**config.mk**
```make
export PLATFORM = sky130hd
export DESIGN_NAME = iso_tx_core
export DESIGN_NICKNAME = d
export VERILOG_FILES = /design/src/rtl/iso_tx_core_pkg.sv /design/src/rtl/iso_tx_core_counter.sv /design/src/rtl/iso_tx_core.sv
export SDC_FILE = /design/constraint.sdc
export NUM_CORES = 1
export LEC_CHECK = 0
export CAP_MARGIN = 15
export CORE_MARGIN = 2
export CORE_UTILIZATION = 40
export CTS_BUF_LIST = sky130_fd_sc_hd__clkbuf_8
export DETAILED_ROUTE_END_ITERATION = 8
export SLEW_MARGIN = 20
export SYNTH_ARGS = -nofsm -noshare
export SYNTH_HDL_FRONTEND = slang
export SYNTH_SLANG_ARGS = --single-unit
```
**constraint.sdc**
```tcl
create_clock -name clk -period 3.2 [get_ports clk]
set_input_delay 0.64 -clock clk [delete_from_list [all_inputs] [get_ports clk]]
set_output_delay 0.64 -clock clk [all_outputs]
set_load 0.005 [all_outputs]
```
**src/rtl/iso_tx_core_pkg.sv**
```systemverilog
// iso_tx_core_pkg
// Definitions shared by the ISO7816-3 UART receive and transmit cores:
// the frame state encoding, the default start/stop line levels and the
// data-bit ordering helper.
package iso_tx_core_pkg;

  // Frame states. The receive core uses the same START..STOP2 codes.
  typedef enum logic [2:0] {
    IDLE   = 3'd0,
    START  = 3'd1,
    DATA   = 3'd2,
    PARITY = 3'd3,
    STOP1  = 3'd4,
    STOP2  = 3'd5
  } txState_t;

  localparam logic DEFAULT_START_BIT = 1'b0;
  localparam logic DEFAULT_STOP_BIT1 = 1'b1;
  localparam logic DEFAULT_STOP_BIT2 = 1'b1;

  // Data bit sent in slot idx: b[idx] for LSB-first, b[7-idx] for MSB-first.
  function automatic logic dataBit(input logic [7:0] b, input logic [2:0] idx,
                                   input logic msb);
    logic [2:0] pos;
    pos = msb ? (3'd7 - idx) : idx;
    return b[pos];
  endfunction

endpackage

```
**src/rtl/iso_tx_core_counter.sv**
```systemverilog
// iso_tx_core_counter
// Bit-timing counter: counts 0..maxCount while enabled, then wraps to 0.
// Ports:
//   clk, nReset  clock and asynchronous active-low reset
//   clear        forces the count to zero (wins over enable)
//   enable       advance the count this cycle
//   maxCount     last count value before wrapping
//   count        current count
//   wrap         high in the cycle where an enabled count sits on maxCount
module iso_tx_core_counter #(
  parameter int WIDTH = 13
) (
  input  logic             clk,
  input  logic             nReset,
  input  logic             clear,
  input  logic             enable,
  input  logic [WIDTH-1:0] maxCount,
  output logic [WIDTH-1:0] count,
  output logic             wrap
);

  assign wrap = enable && (count == maxCount);

  // Count register: cleared, wrapped, advanced or held.
  always_ff @(posedge clk or negedge nReset) begin
    if (!nReset) begin
      count <= {WIDTH{1'b0}};
    end else if (clear || wrap) begin
      count <= {WIDTH{1'b0}};
    end else if (enable) begin
      count <= count + {{(WIDTH-1){1'b0}}, 1'b1};
    end else begin
      count <= count;
    end
  end

endmodule

```
**src/rtl/iso_tx_core.sv**
```systemverilog
// iso_tx_core
// ISO7816-3 character transmitter: start, 8 data bits, parity, stop1 and an
// optional stop2, each bit clocksPerBit cycles long. A one-deep holding
// register allows gap-free back-to-back frames. The line is sensed at the
// end of stop1 to catch the receiver's error signal (NACK).
// Ports:
//   clk, nReset       clock and asynchronous active-low reset
//   dataIn/loadDataIn byte to send and its write strobe (taken when !txFull)
//   clocksPerBit      cycles per etu, sampled at each frame start
//   stopBit2          add a second stop bit
//   oddParity         odd (1) or even (0) parity over data plus parity bit
//   msbFirst          send b7 first when set, b0 first otherwise
//   serialIn          sensed line level, expected already synchronous to clk
//   ackFlags          clears errorSignalFlag
//   serialOut         line drive
//   txFull            holding register occupied
//   run               a frame is in progress
//   endOfTx           pulse in the final cycle of the last stop bit
//   errorSignalFlag   sticky NACK indication
module iso_tx_core
  import iso_tx_core_pkg::*;
#(
  parameter int   CLOCK_PER_BIT_WIDTH = 13,
  parameter logic START_BIT           = DEFAULT_START_BIT,
  parameter logic STOP_BIT1           = DEFAULT_STOP_BIT1,
  parameter logic STOP_BIT2           = DEFAULT_STOP_BIT2
) (
  input  logic                           clk,
  input  logic                           nReset,
  input  logic [7:0]                     dataIn,
  input  logic                           loadDataIn,
  input  logic [CLOCK_PER_BIT_WIDTH-1:0] clocksPerBit,
  input  logic                           stopBit2,
  input  logic                           oddParity,
  input  logic                           msbFirst,
  input  logic                           serialIn,
  input  logic                           ackFlags,
  output logic                           serialOut,
  output logic                           txFull,
  output logic                           run,
  output logic                           endOfTx,
  output logic                           errorSignalFlag
);

  localparam logic [CLOCK_PER_BIT_WIDTH-1:0] CPB_ONE =
    {{(CLOCK_PER_BIT_WIDTH-1){1'b0}}, 1'b1};
  localparam logic [CLOCK_PER_BIT_WIDTH-1:0] CPB_TWO =
    {{(CLOCK_PER_BIT_WIDTH-2){1'b0}}, 2'b10};

  txState_t                       state;
  txState_t                       nextState;
  logic                           nextSerialOut;
  logic                           loadFrame;
  logic                           frameEnd;
  logic [7:0]                     holdReg;
  logic [7:0]                     shiftReg;
  logic [CLOCK_PER_BIT_WIDTH-1:0] cpbReg;
  logic [CLOCK_PER_BIT_WIDTH-1:0] bitCount;
  logic                           bitWrap;
  logic [2:0]                     bitCounter;
  logic                           parityAcc;
  logic                           currentBit;
  logic                           lastStop;
  logic                           errSet;

  iso_tx_core_counter #(
    .WIDTH(CLOCK_PER_BIT_WIDTH)
  ) bitTimer (
    .clk     (clk),
    .nReset  (nReset),
    .clear   (state == IDLE),
    .enable  (state != IDLE),
    .maxCount(cpbReg - CPB_ONE),
    .count   (bitCount),
    .wrap    (bitWrap)
  );

  assign currentBit = dataBit(shiftReg, bitCounter, msbFirst);
  assign lastStop   = (state == STOP2) || ((state == STOP1) && !stopBit2);
  assign errSet     = (state == STOP1) && bitWrap && (serialIn != STOP_BIT1);

  // Next state and next line level; serialOut is registered so it lines up with state.
  always_comb begin
    nextState     = state;
    nextSerialOut = serialOut;
    loadFrame     = 1'b0;
    frameEnd      = 1'b0;
    case (state)
      IDLE: begin
        nextState = IDLE;
      end
      START: begin
        if (bitWrap) begin
          nextState     = DATA;
          nextSerialOut = dataBit(shiftReg, 3'd0, msbFirst);
        end else begin
          nextState = START;
        end
      end
      DATA: begin
        if (bitWrap) begin
          if (bitCounter == 3'd7) begin
            nextState = PARITY;
            // Accumulator plus the last data bit, which is folded in on this same edge.
            nextSerialOut = parityAcc ^ currentBit;
          end else begin
            nextSerialOut = dataBit(shiftReg, bitCounter + 3'd1, msbFirst);
          end
        end else begin
          nextState = DATA;
        end
      end
      PARITY: begin
        if (bitWrap) begin
          nextState     = STOP1;
          nextSerialOut = STOP_BIT1;
        end else begin
          nextState = PARITY;
        end
      end
      STOP1: begin
        if (bitWrap && stopBit2) begin
          nextState     = STOP2;
          nextSerialOut = STOP_BIT2;
        end else begin
          frameEnd = bitWrap;
        end
      end
      STOP2: begin
        frameEnd = bitWrap;
      end
      default: begin
        nextState     = IDLE;
        nextSerialOut = STOP_BIT1;
      end
    endcase
    // A queued byte starts straight from IDLE or from the last stop bit, with no gap.
    if (frameEnd || (state == IDLE)) begin
      if (txFull) begin
        loadFrame     = 1'b1;
        nextState     = START;
        nextSerialOut = START_BIT;
      end else begin
        nextState     = IDLE;
        nextSerialOut = STOP_BIT1;
      end
    end else begin
      loadFrame = 1'b0;
    end
  end

  // State register and registered control outputs.
  always_ff @(posedge clk or negedge nReset) begin
    if (!nReset) begin
      state     <= IDLE;
      serialOut <= STOP_BIT1;
      run       <= 1'b0;
      endOfTx   <= 1'b0;
    end else begin
      state     <= nextState;
      serialOut <= nextSerialOut;
      run       <= (nextState != IDLE);
      // One cycle early so the registered pulse lands on the final cycle.
      endOfTx   <= lastStop && (bitCount == (cpbReg - CPB_TWO));
    end
  end

  // Holding register: written only when empty, emptied when a frame starts.
  always_ff @(posedge clk or negedge nReset) begin
    if (!nReset) begin
      holdReg <= 8'h00;
      txFull  <= 1'b0;
    end else if (loadFrame) begin
      holdReg <= holdReg;
      txFull  <= 1'b0;
    end else if (loadDataIn && !txFull) begin
      holdReg <= dataIn;
      txFull  <= 1'b1;
    end else begin
      holdReg <= holdReg;
      txFull  <= txFull;
    end
  end

  // Per-frame data path: shift register, latched etu length, data index and parity.
  always_ff @(posedge clk or negedge nReset) begin
    if (!nReset) begin
      shiftReg   <= 8'h00;
      cpbReg     <= {CLOCK_PER_BIT_WIDTH{1'b0}};
      bitCounter <= 3'd0;
      parityAcc  <= 1'b0;
    end else if (loadFrame) begin
      shiftReg   <= holdReg;
      cpbReg     <= clocksPerBit;
      bitCounter <= 3'd0;
      parityAcc  <= oddParity;
    end else if ((state == DATA) && bitWrap) begin
      shiftReg   <= shiftReg;
      cpbReg     <= cpbReg;
      bitCounter <= bitCounter + 3'd1;
      parityAcc  <= parityAcc ^ currentBit;
    end else begin
      shiftReg   <= shiftReg;
      cpbReg     <= cpbReg;
      bitCounter <= bitCounter;
      parityAcc  <= parityAcc;
    end
  end

  // Sticky NACK flag; a new detection wins over a simultaneous acknowledge.
  always_ff @(posedge clk or negedge nReset) begin
    if (!nReset) begin
      errorSignalFlag <= 1'b0;
    end else if (errSet) begin
      errorSignalFlag <= 1'b1;
    end else if (ackFlags) begin
      errorSignalFlag <= 1'b0;
    end else begin
      errorSignalFlag <= errorSignalFlag;
    end
  end

endmodule

```
After elaboration in Yosys (flattened, before gate mapping)
Index checks and enable logic that the tools add are counted.

Add/subtract/negate cells: 6. $lt $le $gt $ge: 3. Eq/ne operators: 13. Mux-type cells: 39. Bitwise logic cells: 3. Reduce and logical (&&, ||, !) cells: 23.

Operators with widths (number): $mux W3 (10); $eq A13 B13 Y1 (2); $mux W13 (2); $mux W1 (20); $pmux W3 S5 (1); $add A13 B1 Y13 const B (1); $sub A13 B1 Y13 const B (1); $sub A13 B2 Y13 const B (1); $lt A3 B4 Y1 const B (3); $bmux W1 S3 (3); $eq A3 B3 Y1 const B (3); $ne A3 B2 Y1 const B (3); $logic_and A1 B1 Y1 (8); $reduce_bool A2 Y1 (4); $eq A3 B2 Y1 const B (2); $reduce_bool A3 Y1 (2); $sub A3 B3 Y3 const A (2); $pmux W1 S5 (1); $reduce_and A5 Y1 (1); $add A3 B1 Y3 const B (1); $eq A3 B1 Y1 const B (1); $logic_not A3 Y1 (1); $logic_or A1 B1 Y1 (3); $ne A3 B1 Y1 const B (1); 8 further kinds (10).

Register bits: 54. Input bits: 29. Output and inout bits: 5.

Logic depth before layout (Yosys ltp)
Gate-level depths: netlist (run 1).

Depth in word-level cells: 10. Mapped depth: 10.

Cells and area by module
A second synthesis (run 1) with hierarchy kept.

Cells, all modules: 392. Area, all modules: 3538.4 um^2.

Modules (own cells, without submodules): iso_tx_core (instances 1, cells an instance 308, area an instance 2715.1 um^2); iso_tx_core_counter (instances 1, cells an instance 84, area an instance 823.3 um^2).

Worst setup path after synthesis (run 1)
No wires, ideal clock.

Kind: reg-to-reg. Start: register cpbReg[0]. End: register cpbReg[10]. Setup time: 0.125 ns. Arrival: 2.757 ns. Data required time: 3.075 ns. Setup slack: 0.318 ns. Cell stages (with the launch flop): 11. Buffers on the path: 1. Clock period less this slack: 2.882 ns. Path through: dfrtp_1 -> inv_1 -> ha_1 -> or4b_4 -> or3b_1 -> a211oi_2 -> nand4_2 -> nor2_4 -> a22oi_4 -> buf_8 -> mux2_4.

Word-level cells in the longest chain between the ends: 8.

RTL lines: from (decl) (line iso_tx_core.sv:57) `logic [CLOCK_PER_BIT_WIDTH-1:0] cpbReg;`; from (signal assigned) (line iso_tx_core.sv:189) `cpbReg <= {CLOCK_PER_BIT_WIDTH{1'b0}};`; from (signal assigned) (line iso_tx_core.sv:194) `cpbReg <= clocksPerBit;`; from (signal assigned) (line iso_tx_core.sv:199) `cpbReg <= cpbReg;`; $sub A13 B1 Y13 (*) (line iso_tx_core.sv:73) `.maxCount(cpbReg - CPB_ONE),`; $eq A13 B13 Y1 (*) (line iso_tx_core_counter.sv:22) `assign wrap = enable && (count == maxCount);`; $logic_and A1 B1 Y1 (*) (line iso_tx_core_counter.sv:22); $logic_and A1 B1 Y1 (line iso_tx_core.sv:122) `if (bitWrap && stopBit2) begin`; $mux W1 (line iso_tx_core.sv:122); $pmux W1 S2 (*) (line iso_tx_core.sv:88) `case (state)`; $logic_or A1 B1 Y1 (*) (line iso_tx_core.sv:138) `if (frameEnd || (state == IDLE)) begin`; $mux W1 (*) (line iso_tx_core.sv:138).

Every way passes the cells marked *; elsewhere a longest branch is shown, timed or not. A chain may end at the register's enable or synchronous reset.

Worst setup path after layout (run 1)
Start: register cpbReg[1]. End: register bitCounter[1].

Word-level cells in the longest chain between the ends: 9. Elaborated cells between the ends (all ways): 11.

RTL lines: $sub A13 B1 Y13 (*) (line iso_tx_core.sv:73); $eq A13 B13 Y1 (*) (line iso_tx_core_counter.sv:22); $logic_and A1 B1 Y1 (*) (line iso_tx_core_counter.sv:22); $logic_and A1 B1 Y1 (line iso_tx_core.sv:122); $mux W1 (line iso_tx_core.sv:122); $pmux W1 S2 (line iso_tx_core.sv:88); $logic_or A1 B1 Y1 (line iso_tx_core.sv:138); $mux W1 (line iso_tx_core.sv:138); $mux W3 or $reduce_bool A2 Y1 (tied branches); to (signal assigned) (line iso_tx_core.sv:200) `bitCounter <= bitCounter + 3'd1;`; to (signal assigned) (line iso_tx_core.sv:205) `bitCounter <= bitCounter;`; to (decl) (line iso_tx_core.sv:60) `logic [2:0] bitCounter;`.

Marked as above.

==> results of run 1 <==
==> sequential cells by signal, indices dropped and copies added (netlist names) <==
name,cells
serialOut,1
txFull,1
bitTimer.count,13
holdReg,8
parityAcc,1
cpbReg,13
bitCounter,3
state,3
errorSignalFlag,1
endOfTx,1
run,1
shiftReg,8
==> stage by stage <==
stage	hold slack, ns	TNS, ns	instances
detailed placement	0.468	-0.346	462
global placement	0.469	0	462
floorplan	0.344	0	317
finish	0.443	0	473
CTS	0.476	0	471
global route	0.504	0	473
==> cell type report <==
type                       instances  share of cell area
inverter                          11              0.0100
clock inverter                     3             0.00636
tap                              108              0.0327
multi-input combinational        237               0.488
timing repair buffer              55               0.119
clock buffer                       5              0.0167
sequential                        54               0.328
==> power groups by stage <==
stage	clock network (mW)	registers, mW	logic [mW]
after detailed placement	0	1.20	1.63
final	0.406	1.19	1.66
after global placement	0	1.18	1.60
after global routing	0.445	1.23	1.82
after CTS	0.420	1.19	1.65
after floorplan	0	1.10	1.31
==> worst max-delay path, stage by stage (launching register included) <==
cell	delay, ns
dfrtp_1	0.42
inv_1	0.09
ha_1	0.15
or4b_4	0.50
or3b_1	0.38
a211oi_2	0.27
nand4_2	0.17
buf_4	0.19
nor3_4	0.23
mux2_2	0.36
and2_1	0.15
==> worst paths after layout <==
path | startpoint | to | slack (ns) | cells after the start
max | cpbReg[1]$_DFFE_PN0P_ | bitCounter[1]$_DFFE_PN0P_ | 0.18 | 10
min in group clk | errorSignalFlag$_DFFE_PN0P_ | errorSignalFlag$_DFFE_PN0P_ | 0.50 | 2
min | nReset | bitTimer.count[1]$_DFFE_PN0P_ | 0.44 | 2
min reg2reg | errorSignalFlag$_DFFE_PN0P_ | errorSignalFlag$_DFFE_PN0P_ | 0.50 | 2
max in group asynchronous | nReset | cpbReg[5]$_DFFE_PN0P_ | 2.32 | 2
max reg2reg | cpbReg[1]$_DFFE_PN0P_ | bitCounter[1]$_DFFE_PN0P_ | 0.18 | 10
==> cells by family after synthesis <==
group           Yosys count  synth area share
simple gates             99             0.168
flops                    54             0.386
mux                      46             0.179
compound gates           44            0.0977
xor+xnor                 40            0.0999
buf+inv                  27            0.0456
fa+ha+maj                 7            0.0250
==> routing by layer <==
layer / wire [um] / vias up / global-route usage / share of wire
met1: 3530 / 1248 / 0.225 / 0.48
met4: 141 / 0 / 0.0491 / 0.019
met3: 285 / 10 / 0.0288 / 0.039
li1: - / 1258 / - / -
met2: 3400 / 51 / 0.255 / 0.46
met5: 0 / - / 0 / 0
==> layout by cell type, fill, tap and decap left out, types with 6 or more instances in the layout <==
master	instances
a21oi_1	6
buf_4	22
clkdlybuf4s50_1	32
dfrtp_1	53
ha_1	7
inv_1	10
mux2_2	21
mux2_4	13
mux2i_1	6
mux4_2	6
nand2_1	14
nand3_1	10
nor2_1	23
o21ai_0	7
xnor2_1	22
xor2_1	18
==> timing repair <==
action,CTS,global route
setup buffers,0,2
gates cloned,1,0
gates resized for setup,0,1
setup endpoints to repair,9,9
pin swaps,1,1
==> qor.tcl, run 1 <==
set qor(layout.core_utilization) 0.480
set qor(setup_ws_ns) 0.185
set qor(cts_tree) {yes}
set qor(io_pins) 34
set qor(final_layout_size_suffix_gt1_frac) 0.244
set qor(critical_path.startpoint_type) {flop}
set qor(finalHoldViolCount) 0
set qor(worst_ep_arrival_time_ns) 3.23
set qor(rows) 34
set qor(global_route.usage.total) 0.161
set qor(timing.clock.skew_ns) 0.0103
set qor(synthesis.nets) 353
set qor(synth_most_common_cell) {dfrtp_1}
set qor(yosysTopAreaCellShare) 0.378
set qor(drv_cap) 0
set qor(max-clock-path-buffers) 2
set qor(worst-slew-pin-transition_ns) 0.684
set qor(initial_utilization) 0.408
set qor(routed_via_density) 5.43
set qor(post-place-ws_ns) -0.0470
set qor(final-setup-viol-count) 0
set qor(worstPathRequired_ns) 3.42
set qor(synth_warnings) 0
set qor(cts_buffers) 5
set qor(grt_antenna_before_repair) 0
set qor(total_power_mw) 3.26
set qor(top_cell_types_by_occurrence_after_synthesis) {dfrtp_1 (53), nor2_1 (23), xnor2_1 (22)}
set qor(clkLatencyLatePin_ns) 0.32
set qor(seq_area_sq_um) 1350
set qor(multi_input_area_sq_um) 2010
set qor(dr_total_vias) 2567
set qor(gr-total-overflow) 0
set qor(run_status) {complete, no violations}
set qor(power_switching_share) 0.382
set qor(hp-class) {in2async}
set qor(detailedPlacementHpwl_um) 5410
set qor(max_slew_margin) 0.544
set qor(clk_pin_slew_ns) 0.10
set qor(root_buffer) {clkbuf_8}
set qor(vias_in_the_first_global_route) 2489
set qor(synthCells) 317
set qor(number_of_flops_mapped_to_enable_cells_by_yosys) 0
set qor(htreeDepth) 2
set qor(drc_errors) 0
set qor(slew_limit_fails) 0
set qor(dominantRegCellSynth) {dfrtp_1}
set qor(reported_leakage_power_nw) 1.78
set qor(drt_iter0_markers) 66
set qor(power_frac_seq) 0.364
set qor(synth_top_cells_by_area) {dfrtp_1 (38%), mux2_2 (6.7%), mux2_4 (5.6%)}
set qor(nNetsFinal) 400
set qor(global_route_wire_length_before_repair_um) 12500
set qor(crit_type) {reg2reg}
set qor(layout.filler_cells) 827
set qor(postRouteAntennaNets) 0
set qor(area_growth_syn_to_layout_pct) 17.7
set qor(finalInstanceArea_sq_um) 4130
set qor(power_per_cell_area_nw_per_um2) 788
set qor(place.gp.congestion) 0.865
set qor(clock-sinks) 54
set qor(routed_wirelength_um) 7360
set qor(share_comb_of_total_power) 0.511
set qor(min_period_over_period) 0.942
set qor(placed_area_sq_um) 4000
set qor(die_height_um) 97.7
set qor(synthesis.area_per_instance_sq_um) 11.1
set qor(pwr-share-clk) 0.125
set qor(grt_max_degree) 55
set qor(place.port_buffers) 33
set qor(final.min_clock_period_ns) 3.02
set qor(unrepaired_setup_endpoints_after_global_routing) {false}
set qor(synthDominantAreaCellType) {dfrtp_1}
set qor(cellInternalPower_mw) 2.01
set qor(max_freq_ghz) 0.332
set qor(yosysSeqAreaShare) 0.386
set qor(routedWlPerCell_um) 15.6
set qor(synth_cell_types) 74
set qor(postSynth.asyncResetShare) 1.00
set qor(dieArea_sq_um) 9540
set qor(drt_pre_antenna_iters) 4
set qor(synth.cell_area_sq_um) 3510
set qor(critical_path_capture_point_type) {flop}
set qor(vdd.ir_drop.worst_mv) 0.292
set qor(p_switching_mw) 1.24
set qor(placeableCoreArea_sq_um) 8590
set qor(insertedDiodeCount) 0
set qor(ctsHoldBuffers) 0
set qor(maximum_fanout_along_the_worst_path) 5
set qor(chipWidth_um) 97.7
set qor(synth_seq_cells) 54
Power figures use the tool's default switching activity.
==> inputs of run 2 (changes only) <==
CORE_MARGIN = 8   (was 2)
GPL_TIMING_DRIVEN = 1   (was not set)
==> qor.tcl, run 2 (synthesis gave the netlist of run 1 again) <==
set qor(critical_path_capture_point_type) {flop}
set qor(p_switching_mw) 1.23
set qor(drt_pre_antenna_iters) 4
set qor(timing.clock.skew_ns) 0.0117
set qor(power_per_cell_area_nw_per_um2) 787
set qor(power_switching_share) 0.379
set qor(mostFrequentLayoutCell) {dfrtp_1}
set qor(die_height_um) 110
set qor(placed_area_sq_um) 4000
set qor(drv_cap) 0
set qor(power_frac_seq) 0.369
set qor(final_cells) 472
set qor(drt_iter0_markers) 100
set qor(worst_ep_arrival_time_ns) 3.25
set qor(r2r_setup_slack_ns) 0.15
set qor(slew_limit_fails) 0
set qor(unrepaired_setup_endpoints_after_global_routing) {false}
set qor(nNetsFinal) 399
set qor(place.port_buffers) 33
set qor(leading_cell_types_in_the_layout_fill_and_taps_excluded) {dfrtp_1 (53), clkdlybuf4s50_1 (32), nor2_1 (23), xnor2_1 (22), mux2_2 (21)}
set qor(insertedDiodeCount) 0
set qor(max_slew_margin) 0.549
set qor(place.detailed.instances) 462
set qor(dr_total_vias) 2556
set qor(min_period_over_period) 0.952
set qor(critical_path.startpoint_type) {flop}
set qor(finalHoldViolCount) 0
set qor(ctsHoldBuffers) 0
set qor(total_power_mw) 3.25
set qor(initial_utilization) 0.408
set qor(placeableCoreArea_sq_um) 8590
set qor(maximum_fanout_along_the_worst_path) 5
set qor(routed_via_density) 5.42
set qor(routed_wirelength_um) 7620
set qor(postRouteAntennaNets) 0
set qor(chipWidth_um) 110
set qor(clk_pin_slew_ns) 0.11
set qor(crit_type) {reg2reg}
set qor(place.gp.congestion) 0.868
set qor(final_layout_size_suffix_gt1_frac) 0.242
set qor(worst-slew-pin-transition_ns) 0.676
set qor(rows) 34
set qor(vdd.ir_drop.worst_mv) 0.327
set qor(pwr-share-clk) 0.121
set qor(global_route.usage.total) 0.135
set qor(layout_top_registers) {bitTimer.count x13, cpbReg x13}
set qor(clkLatencyLatePin_ns) 0.31
set qor(area_growth_syn_to_layout_pct) 17.8
set qor(worstPathRequired_ns) 3.41
set qor(share_comb_of_total_power) 0.510
set qor(layout.core_utilization) 0.481
set qor(run_status) {complete, no violations}
set qor(hp-class) {in2async}
set qor(layout.filler_cells) 793
set qor(dieArea_sq_um) 12000
set qor(root_buffer) {clkbuf_8}
set qor(seq_area_sq_um) 1350
set qor(reported_leakage_power_nw) 1.78
set qor(post-place-ws_ns) -0.0823
set qor(drc_errors) 0
set qor(cellInternalPower_mw) 2.02
set qor(finalInstanceArea_sq_um) 4130
set qor(grt_max_degree) 55
set qor(vias_in_the_first_global_route) 2647
set qor(max_freq_ghz) 0.328
set qor(cts_buffers) 5
set qor(fin_hold_ws_ns) 0.449
set qor(htreeDepth) 2
set qor(final-setup-viol-count) 0
set qor(io_pins) 34
set qor(fin_tns_setup_ns) 0
set qor(final.min_clock_period_ns) 3.05
set qor(cts_tree) {yes}
set qor(grt_antenna_before_repair) 0
set qor(routedWlPerCell_um) 16.2
set qor(max-clock-path-buffers) 2
set qor(detailedPlacementHpwl_um) 5680
set qor(multi_input_area_sq_um) 2010
set qor(global_route_wire_length_before_repair_um) 13100
set qor(clock-sinks) 54
set qor(setup_ws_ns) 0.153
set qor(gr-total-overflow) 0
[run 2: power groups by stage]
stage               Sequential (mW)  Combinational [mW]  Clock (mW)
floorplan                      1.10                1.31           0
global placement               1.20                1.59           0
detailed placement             1.21                1.62           0
CTS                            1.20                1.64       0.412
global route                   1.24                1.82       0.437
finish                         1.20                1.66       0.392
[run 2: worst max-delay path, stage by stage (launching register included)]
cell      delay [ns]
dfrtp_1         0.42
inv_1           0.09
ha_1            0.15
or4b_4          0.50
or3b_1          0.39
a211oi_2        0.29
nand4_2         0.18
buf_4           0.19
nor3_4          0.24
mux2_2          0.36
and2_1          0.15
[run 2: cell type report]
class,count,share of cell area
timing repair buffer,54,0.120
multi-input combinational,237,0.487
inverter,11,0.00999
sequential,54,0.327
clock inverter,3,0.00636
clock buffer,5,0.0166
tap,108,0.0327
[run 2: per-layer routing]
| layer | vias up | share of wire | track usage |
|---|---|---|---|
| met4 | 0 | 0.019 | 0.0473 |
| met5 | - | 0 | 0 |
| met1 | 1246 | 0.47 | 0.177 |
| met3 | 9 | 0.047 | 0.0246 |
| met2 | 52 | 0.46 | 0.218 |
| li1 | 1249 | - | - |
[run 2: worst paths after layout]
path                                          endpoint                        start  cells past startpoint
setup / recovery             bitCounter[1]$_DFFE_PN0P_        cpbReg[1]$_DFFE_PN0P_                     10
min in group clk           errorSignalFlag$_DFFE_PN0P_  errorSignalFlag$_DFFE_PN0P_                      2
setup reg to reg             bitCounter[1]$_DFFE_PN0P_        cpbReg[1]$_DFFE_PN0P_                     10
max in group asynchronous        cpbReg[1]$_DFFE_PN0P_                       nReset                      2
hold / removal                   cpbReg[9]$_DFFE_PN0P_                       nReset                      2
hold reg to reg            errorSignalFlag$_DFFE_PN0P_  errorSignalFlag$_DFFE_PN0P_                      2
[run 2: what timing repair did]
| item | in CTS | in global routing |
|---|---|---|
| pin swaps | 1 | 1 |
| resized for setup | 0 | 1 |
| cloned | 1 | 0 |
| setup endpoints to repair | 21 | 11 |
| buffers inserted | 0 | 1 |
| endpoints found under the hold margin | 0 | 0 |
